--- src/rtl/onehot_encoder_buf.sv ---
// One-hot to binary encoder with legality flags, followed by a 2-entry
// valid/ready output buffer and a saturating count of illegal words.
module onehot_encoder_buf #(
   parameter int N     = 16,
   parameter int W     = 4,
   parameter int CNT_W = 8
) (
   input  logic             clk,
   input  logic             rst,
   input  logic [N-1:0]     in,
   input  logic             in_valid,
   output logic             in_ready,
   output logic [W-1:0]     out,
   output logic             out_ok,
   output logic             out_zero,
   output logic             out_valid,
   input  logic             out_ready,
   input  logic             clear_err,
   output logic [CNT_W-1:0] err_count
);

   typedef enum logic [1:0] {
      EMPTY = 2'd0,
      ONE   = 2'd1,
      FULL  = 2'd2
   } state_t;

   state_t state;

   logic         accept;
   logic         pop;

   logic [W-1:0] enc_idx_p0;
   logic         enc_ok_p0;
   logic         enc_zero_p0;

   logic [W-1:0] head_idx_p1;
   logic         head_ok_p1;
   logic         head_zero_p1;
   logic [W-1:0] tail_idx_p1;
   logic         tail_ok_p1;
   logic         tail_zero_p1;

   // Lowest set bit wins; scanning from the top lets later (lower) hits overwrite.
   function automatic logic [W-1:0] lsb_index(input logic [N-1:0] word);
      logic [W-1:0] idx;
      idx = '0;
      for (int i = N - 1; i >= 0; i--) begin
         if (word[i]) idx = W'(i);
      end
      return idx;
   endfunction

   function automatic logic is_one_hot(input logic [N-1:0] word);
      return (word != '0) && ((word & (word - N'(1))) == '0);
   endfunction

   function automatic logic [CNT_W-1:0] sat_inc(input logic [CNT_W-1:0] cnt);
      return (&cnt) ? cnt : cnt + CNT_W'(1);
   endfunction

   assign in_ready  = (state != FULL);
   assign out_valid = (state != EMPTY);
   assign accept    = in_valid && in_ready;
   assign pop       = out_valid && out_ready;

   // Stage p0: combinational encode of the offered word
   assign enc_idx_p0  = lsb_index(in);
   assign enc_ok_p0   = is_one_hot(in);
   assign enc_zero_p0 = (in == '0);

   // Stage p1: buffer state and head entry; head is zeroed whenever it empties
   always_ff @(posedge clk or posedge rst) begin
      if (rst) begin
         state        <= EMPTY;
         head_idx_p1  <= '0;
         head_ok_p1   <= 1'b0;
         head_zero_p1 <= 1'b0;
      end else begin
         unique case (state)
            EMPTY: begin
               if (accept) begin
                  state        <= ONE;
                  head_idx_p1  <= enc_idx_p0;
                  head_ok_p1   <= enc_ok_p0;
                  head_zero_p1 <= enc_zero_p0;
               end
            end
            ONE: begin
               if (accept && pop) begin
                  head_idx_p1  <= enc_idx_p0;
                  head_ok_p1   <= enc_ok_p0;
                  head_zero_p1 <= enc_zero_p0;
               end else if (accept) begin
                  state <= FULL;
               end else if (pop) begin
                  state        <= EMPTY;
                  head_idx_p1  <= '0;
                  head_ok_p1   <= 1'b0;
                  head_zero_p1 <= 1'b0;
               end
            end
            FULL: begin
               if (pop) begin
                  state        <= ONE;
                  head_idx_p1  <= tail_idx_p1;
                  head_ok_p1   <= tail_ok_p1;
                  head_zero_p1 <= tail_zero_p1;
               end
            end
            default: state <= EMPTY;
         endcase
      end
   end

   // Tail only matters while FULL, so it is neither reset nor cleared on pop.
   always_ff @(posedge clk) begin
      if (accept && (state == ONE) && !pop) begin
         tail_idx_p1  <= enc_idx_p0;
         tail_ok_p1   <= enc_ok_p0;
         tail_zero_p1 <= enc_zero_p0;
      end
   end

   always_ff @(posedge clk or posedge rst) begin
      if (rst) begin
         err_count <= '0;
      end else if (clear_err) begin
         err_count <= '0;
      end else if (accept && !enc_ok_p0) begin
         err_count <= sat_inc(err_count);
      end
   end

   assign out      = head_idx_p1;
   assign out_ok   = head_ok_p1;
   assign out_zero = head_zero_p1;

endmodule

--- config.mk ---
export PLATFORM = sky130hd
export DESIGN_NAME = onehot_encoder_buf
export DESIGN_NICKNAME = d
export VERILOG_FILES = /design/src/rtl/onehot_encoder_buf.sv
export SDC_FILE = /design/constraint.sdc
export NUM_CORES = 1
export LEC_CHECK = 0
export CORE_ASPECT_RATIO = 1.25
export CORE_UTILIZATION = 44
export CTS_CLUSTER_DIAMETER = 200
export DETAILED_ROUTE_END_ITERATION = 16
export HOLD_SLACK_MARGIN = 0.08
export PLACE_DENSITY = 0.79
export REMOVE_ABC_BUFFERS = 1
export SYNTH_ARGS = -nofsm -noshare
export SYNTH_HDL_FRONTEND = slang
export SYNTH_SLANG_ARGS = --single-unit
--- constraint.sdc ---
create_clock -name clk -period 1.65 [get_ports clk]
set_input_delay 0.33 -clock clk [delete_from_list [all_inputs] [get_ports clk]]
set_output_delay 0.33 -clock clk [all_outputs]
set_load 0.01 [all_outputs]
Word level (Yosys, flattened, before mapping). Index checks and enable logic that the tools add are counted. Widths: inputs -> output; s select.

Input bits: 21. Logic and storage cells: 82. Register bits: 22.

Equality and inequality tests: 10. Add/subtract/negate cells: 2. Bitwise operators: 1. Mux-type cells: 41. Reductions and logical operators: 20.

Operators by type and width (number): $mux 4 (21); $logic_not 16->1 (2); $mux 8 (3); $and 16x16->16 (1); $reduce_bool 16->1 (1); $sub 16x1->16 const B (1); $pmux 4 s3 (1); $mux 2 (5); $ne 2x2->1 const B (5); $ne 3x3->1 const B (3); $add 8x1->8 const B (1); $mux 1 (8); $reduce_and 8->1 (1); $logic_and 1x1->1 (7); $pmux 1 s3 (2); $pmux 2 s3 (1); $reduce_and 5->1 (1); $reduce_and 4->1 (1); $reduce_bool 2->1 (2); $reduce_bool 3->1 (1); $eq 2x1->1 const B (1); $eq 2x2->1 const B (1); $logic_not 1->1 (2); $logic_not 2->1 (1); $reduce_and 2->1 (1).

Depth between registers and ports, before layout. Gate-level depths: netlist (run 1).

Depth in word-level cells: 18. Mapped depth: 9.

Worst setup path before layout (run 1). No wires, ideal clock.

Kind: input to register. From: input port in[10]. To: register err_count[6]. Slack: -0.549 ns. Path buffers: 0. Arrival time: 2.071 ns. Stages: 7. Cell sequence: or4_4 -> maj3_2 -> o32a_1 -> o41ai_4 -> nor3_1 -> xnor2_1 -> nor2_1.

Cells in the longest elaborated chain, start to end: 8. Elaborated cells between the ends (all ways): 9.

Ends and longest elaborated chain: from (decl) (line 10) `input logic [N-1:0] in,`; $sub 16x1->16 (line 55) `return (word != '0) && ((word & (word - N'(1))) == '0);`; $and 16x16->16 (line 55); $logic_not 16->1 (line 55); $logic_and 1x1->1 * (line 55); $logic_not 1->1 * (line 130) `end else if (accept && !enc_ok_p0) begin`; $logic_and 1x1->1 * (line 130); $reduce_bool 2->1 (no source line) *; $reduce_and 2->1 (no source line) *; to (signal assigned) (line 131) `err_count <= sat_inc(err_count);`; to (decl) (line 19) `output logic [CNT_W-1:0] err_count`.

Mark *: on every way between the ends. The rest lies on a longest branch, timed or not. A chain may end at the register's enable or synchronous reset.

Final worst setup path (run 1).
From: input port in[0]. To: register err_count[5].

Same word-level chain as after synthesis.

==> results of run 1 <==
## cell usage in the layout (no fill, tap or decap), types with 4 or more instances in the layout
cell	synthesis	layout
sky130_fd_sc_hd__dfrtp_1	16	16
sky130_fd_sc_hd__nand3_1	6	4
sky130_fd_sc_hd__nand2_1	9	8
sky130_fd_sc_hd__nor2_4	0	4
sky130_fd_sc_hd__buf_4	0	49
sky130_fd_sc_hd__buf_2	0	9
sky130_fd_sc_hd__clkdlybuf4s50_1	0	10
sky130_fd_sc_hd__dlygate4sd2_1	0	6
sky130_fd_sc_hd__buf_6	0	14
sky130_fd_sc_hd__a21oi_1	13	8
sky130_fd_sc_hd__nor2_1	27	18
sky130_fd_sc_hd__or4_4	1	4
sky130_fd_sc_hd__nor2_2	0	5
sky130_fd_sc_hd__edfxtp_1	6	6
sky130_fd_sc_hd__inv_1	12	9
sky130_fd_sc_hd__a21oi_2	0	4
sky130_fd_sc_hd__xnor2_1	4	4
sky130_fd_sc_hd__nor3_1	8	5
## what timing repair did
action / in CTS / in global routing
resized for setup: 106 / 37
setup buffers: 7 / 5
endpoints found under the setup margin: 35 / 28
cloned: 1 / 0
pin swaps: 25 / 31
## cell type report
cell class / count / area, um2
multi-input combinational: 121 / 1020
timing repair buffer: 97 / 817
clock inverter: 1 / 30.0
fill: 162 / 462
inverter: 12 / 52.6
sequential: 22 / 581
clock buffer: 3 / 22.5
tap: 36 / 45.0
## path summary, 6_finish.rpt
kind	endpoint	cells after the start
setup / recovery	err_count[5]$_DFFE_PP0P_	11
hold / removal	out[3]$_DFFE_PP0P_	3
setup reg to reg	err_count[3]$_DFFE_PP0P_	8
hold reg to reg	out[3]$_DFFE_PP0P_	2
max in group asynchronous	out_ok$_DFFE_PP0P_	3
min in group clk	tail_idx_p1[1]$_DFFE_PP_	2
## worst max-delay path: stages
cell and delay (ns):
sky130_fd_sc_hd__buf_8 0.10, sky130_fd_sc_hd__buf_6 0.11, sky130_fd_sc_hd__nor4_4 0.33, sky130_fd_sc_hd__buf_4 0.18, sky130_fd_sc_hd__o311ai_0 0.12, sky130_fd_sc_hd__and2_1 0.21
sky130_fd_sc_hd__o41ai_4 0.43, sky130_fd_sc_hd__buf_6 0.19, sky130_fd_sc_hd__nor3_2 0.04, sky130_fd_sc_hd__xnor2_1 0.18, sky130_fd_sc_hd__nor2_1 0.06
## where the power goes
group	total [mW]	internal [mW]	switching [mW]	leakage (nW)
clock network	0.423	0.246	0.177	0.0279
registers	0.797	0.701	0.0955	0.267
logic	1.89	0.949	0.942	0.881
total	3.11	1.90	1.21	1.18
## registers in the layout, summed over array words and instances, names as in the netlist
signal and count:
tail_idx_p1 4, out_zero 1, state 2, out 4
tail_ok_p1 1, out_ok 1, err_count 8, tail_zero_p1 1
## layer usage
layer	GRT usage [%]	part of all wire, %	up-vias
li1	-	-	782
met1	29.6	36	841
met2	58.1	54	76
met4	14.1	5.9	0
met3	2.76	4.4	30
met5	0	0	-
## kinds of logic (layout without fill, tap and decap cells)
kind of cell             after synthesis  in the layout  share of synthesized area [%]
flip-flops                            22             22                           40.2
AND/OR/NAND/NOR                       66             66                           24.3
AO/OA/AOI/OAI                         41             41                           21.2
buffers and inverters                 15            113                           3.90
adder cells (fa/ha/maj)                8              8                           6.68
XOR/XNOR                               5              5                           3.04
multiplexers                           1              1                          0.694
## through the flow
step	setup slack [ns]	instance area (um2)	setup TNS, ns
final	-0.429	2570	-4.19
after detailed placement	-1.20	2200	-16.93
after global routing	-0.490	2570	-5.23
after global placement	-1.13	2200	-14.91
after floorplan	-0.539	1430	-5.01
after CTS	-0.414	2430	-3.97
==> results.cfg, run 1 <==
[outcome]
violations_in_the_final_reports = negative setup slack
outcome = complete, but fails checks

[yosys]
synth-edff-count = 6
synth_top_cells_by_area = sky130_fd_sc_hd__dfrtp_1 28%, sky130_fd_sc_hd__edfxtp_1 12%, sky130_fd_sc_hd__nor2_1 7.0%
ys_seq_area_share_pct = 40.2
avgSynthCellArea_um2 = 9.13
netlist.top_cell.by_area = sky130_fd_sc_hd__dfrtp_1
share_of_yosys_cell_area_claimed_by_the_top_area_cell_type_pct = 27.8
synth_seq_cells = 22
ys.flop_type = sky130_fd_sc_hd__dfrtp_1
synth_top_cells_by_count = 27 x sky130_fd_sc_hd__nor2_1, 16 x sky130_fd_sc_hd__dfrtp_1, 13 x sky130_fd_sc_hd__a21oi_1
synthCells = 158
syn-cell-area_um2 = 1440
synth-async-reset-ratio_pct = 72.7
most_common_cell_in_the_synthesized_netlist = sky130_fd_sc_hd__nor2_1
ys.warnings.count = 0
synth_cell_types = 42

[setup_path]
timing.critical_path.from = in[0]
crit-reg2reg-launch = err_count[0]$_DFFE_PP0P_
crit_path_end_kind = flop
crit_required_ns = 1.85
crit_arrival_ns = 2.28
r2r_setup_slack_ns = -0.27
timing_worst_setup_path_type = in2reg
crit_path_start_kind = input port
cp_max_fo = 5

[place]
place.gp.congestion = 0.867
io_buffer_count = 36
placed_cells_incl_taps = 276
place_hpwl_um = 3280

[global_routing]
first_global_vias = 1769
grt-ovfl-total = 0
largest_net_degree_at_the_start_of_global_routing = 17
antenna_found_initial = 0
grt_pass1_wl_um = 7670
grtUsageTotal_pct = 29.7

[floorplanning]
floorplan.die_area_um2 = 3510
die_h_um = 66.0
rows = 22
floorplan.initialDensity_pct = 47.6
core_um2 = 3030
design.portCount = 37
dieWidth_um = 53.2

[timing]
rsz0062_at_grt = true
min_period_ns = 2.08
max_freq_mhz = 481
finalHoldViolations = 0
clock-skew-final_ns = 0.00773
timing.hold.ws_ns = 0.317
post-route-period-util_pct = 126
slew_headroom_pct = 74.9
worst-slew-pin-transition_ns = 0.376
timing_max_transition_violations_final = 0
setup_viol = 15
worst_slack_ns = -0.429

[layout]
drive_gt1_share_pct = 48.0
layout-area-overhead-vs-synth_pct = 77.9
final_core_utilization_pct = 84.8
antenna_cells = 0
final-instance-count-excl-fill = 292
final_nets = 284

[cts]
cts_inserted_buffers = 3
htreeDepth = 1
clock_tree_from_tritoncts = done
clock_tree.root_cell = sky130_fd_sc_hd__clkbuf_4
cts-root-to-sink-buffers = 2
clock_latency_on_the_worst_skew_pair_ns = 0.32
path_clk_slew_ns = 0.13
number_of_sinks_on_the_clock_net = 22
count_of_hold_buffers_inserted_by_post_cts_repair = 0

[route]
wl_per_cell_um = 19.3
postRouteAntennaNets = 0
detail_route.first_pass.iterations = 4
drt-initial-drc-count = 90
remaining_drc_errors = 0
route.vias.total = 1729
overall_routed_net_length_um = 5630
detail_route.vias_per_cell = 5.92

[job]
max_cap_violations = 0

[power_and_ir_drop]
power.total_mw = 3.11
p_per_area_nw_per_um2 = 1210
peak_ir_drop_on_the_vdd_network_mv = 1.34
leakage_nw = 1.18

[worst_hold_path]
hold_path_class = in2async
Power figures use the tool's default switching activity.
==> run 2, diff against run 1 <==
--- a/config.mk
+++ b/config.mk
@@ -12,6 +12,7 @@
 export HOLD_SLACK_MARGIN = 0.08
 export PLACE_DENSITY = 0.79
 export REMOVE_ABC_BUFFERS = 1
+export SLEW_MARGIN = 20
 export SYNTH_ARGS = -nofsm -noshare
 export SYNTH_HDL_FRONTEND = slang
 export SYNTH_SLANG_ARGS = --single-unit
==> results of run 2 <==
No change in the layout: final DEF, timing and power equal those of run 1.
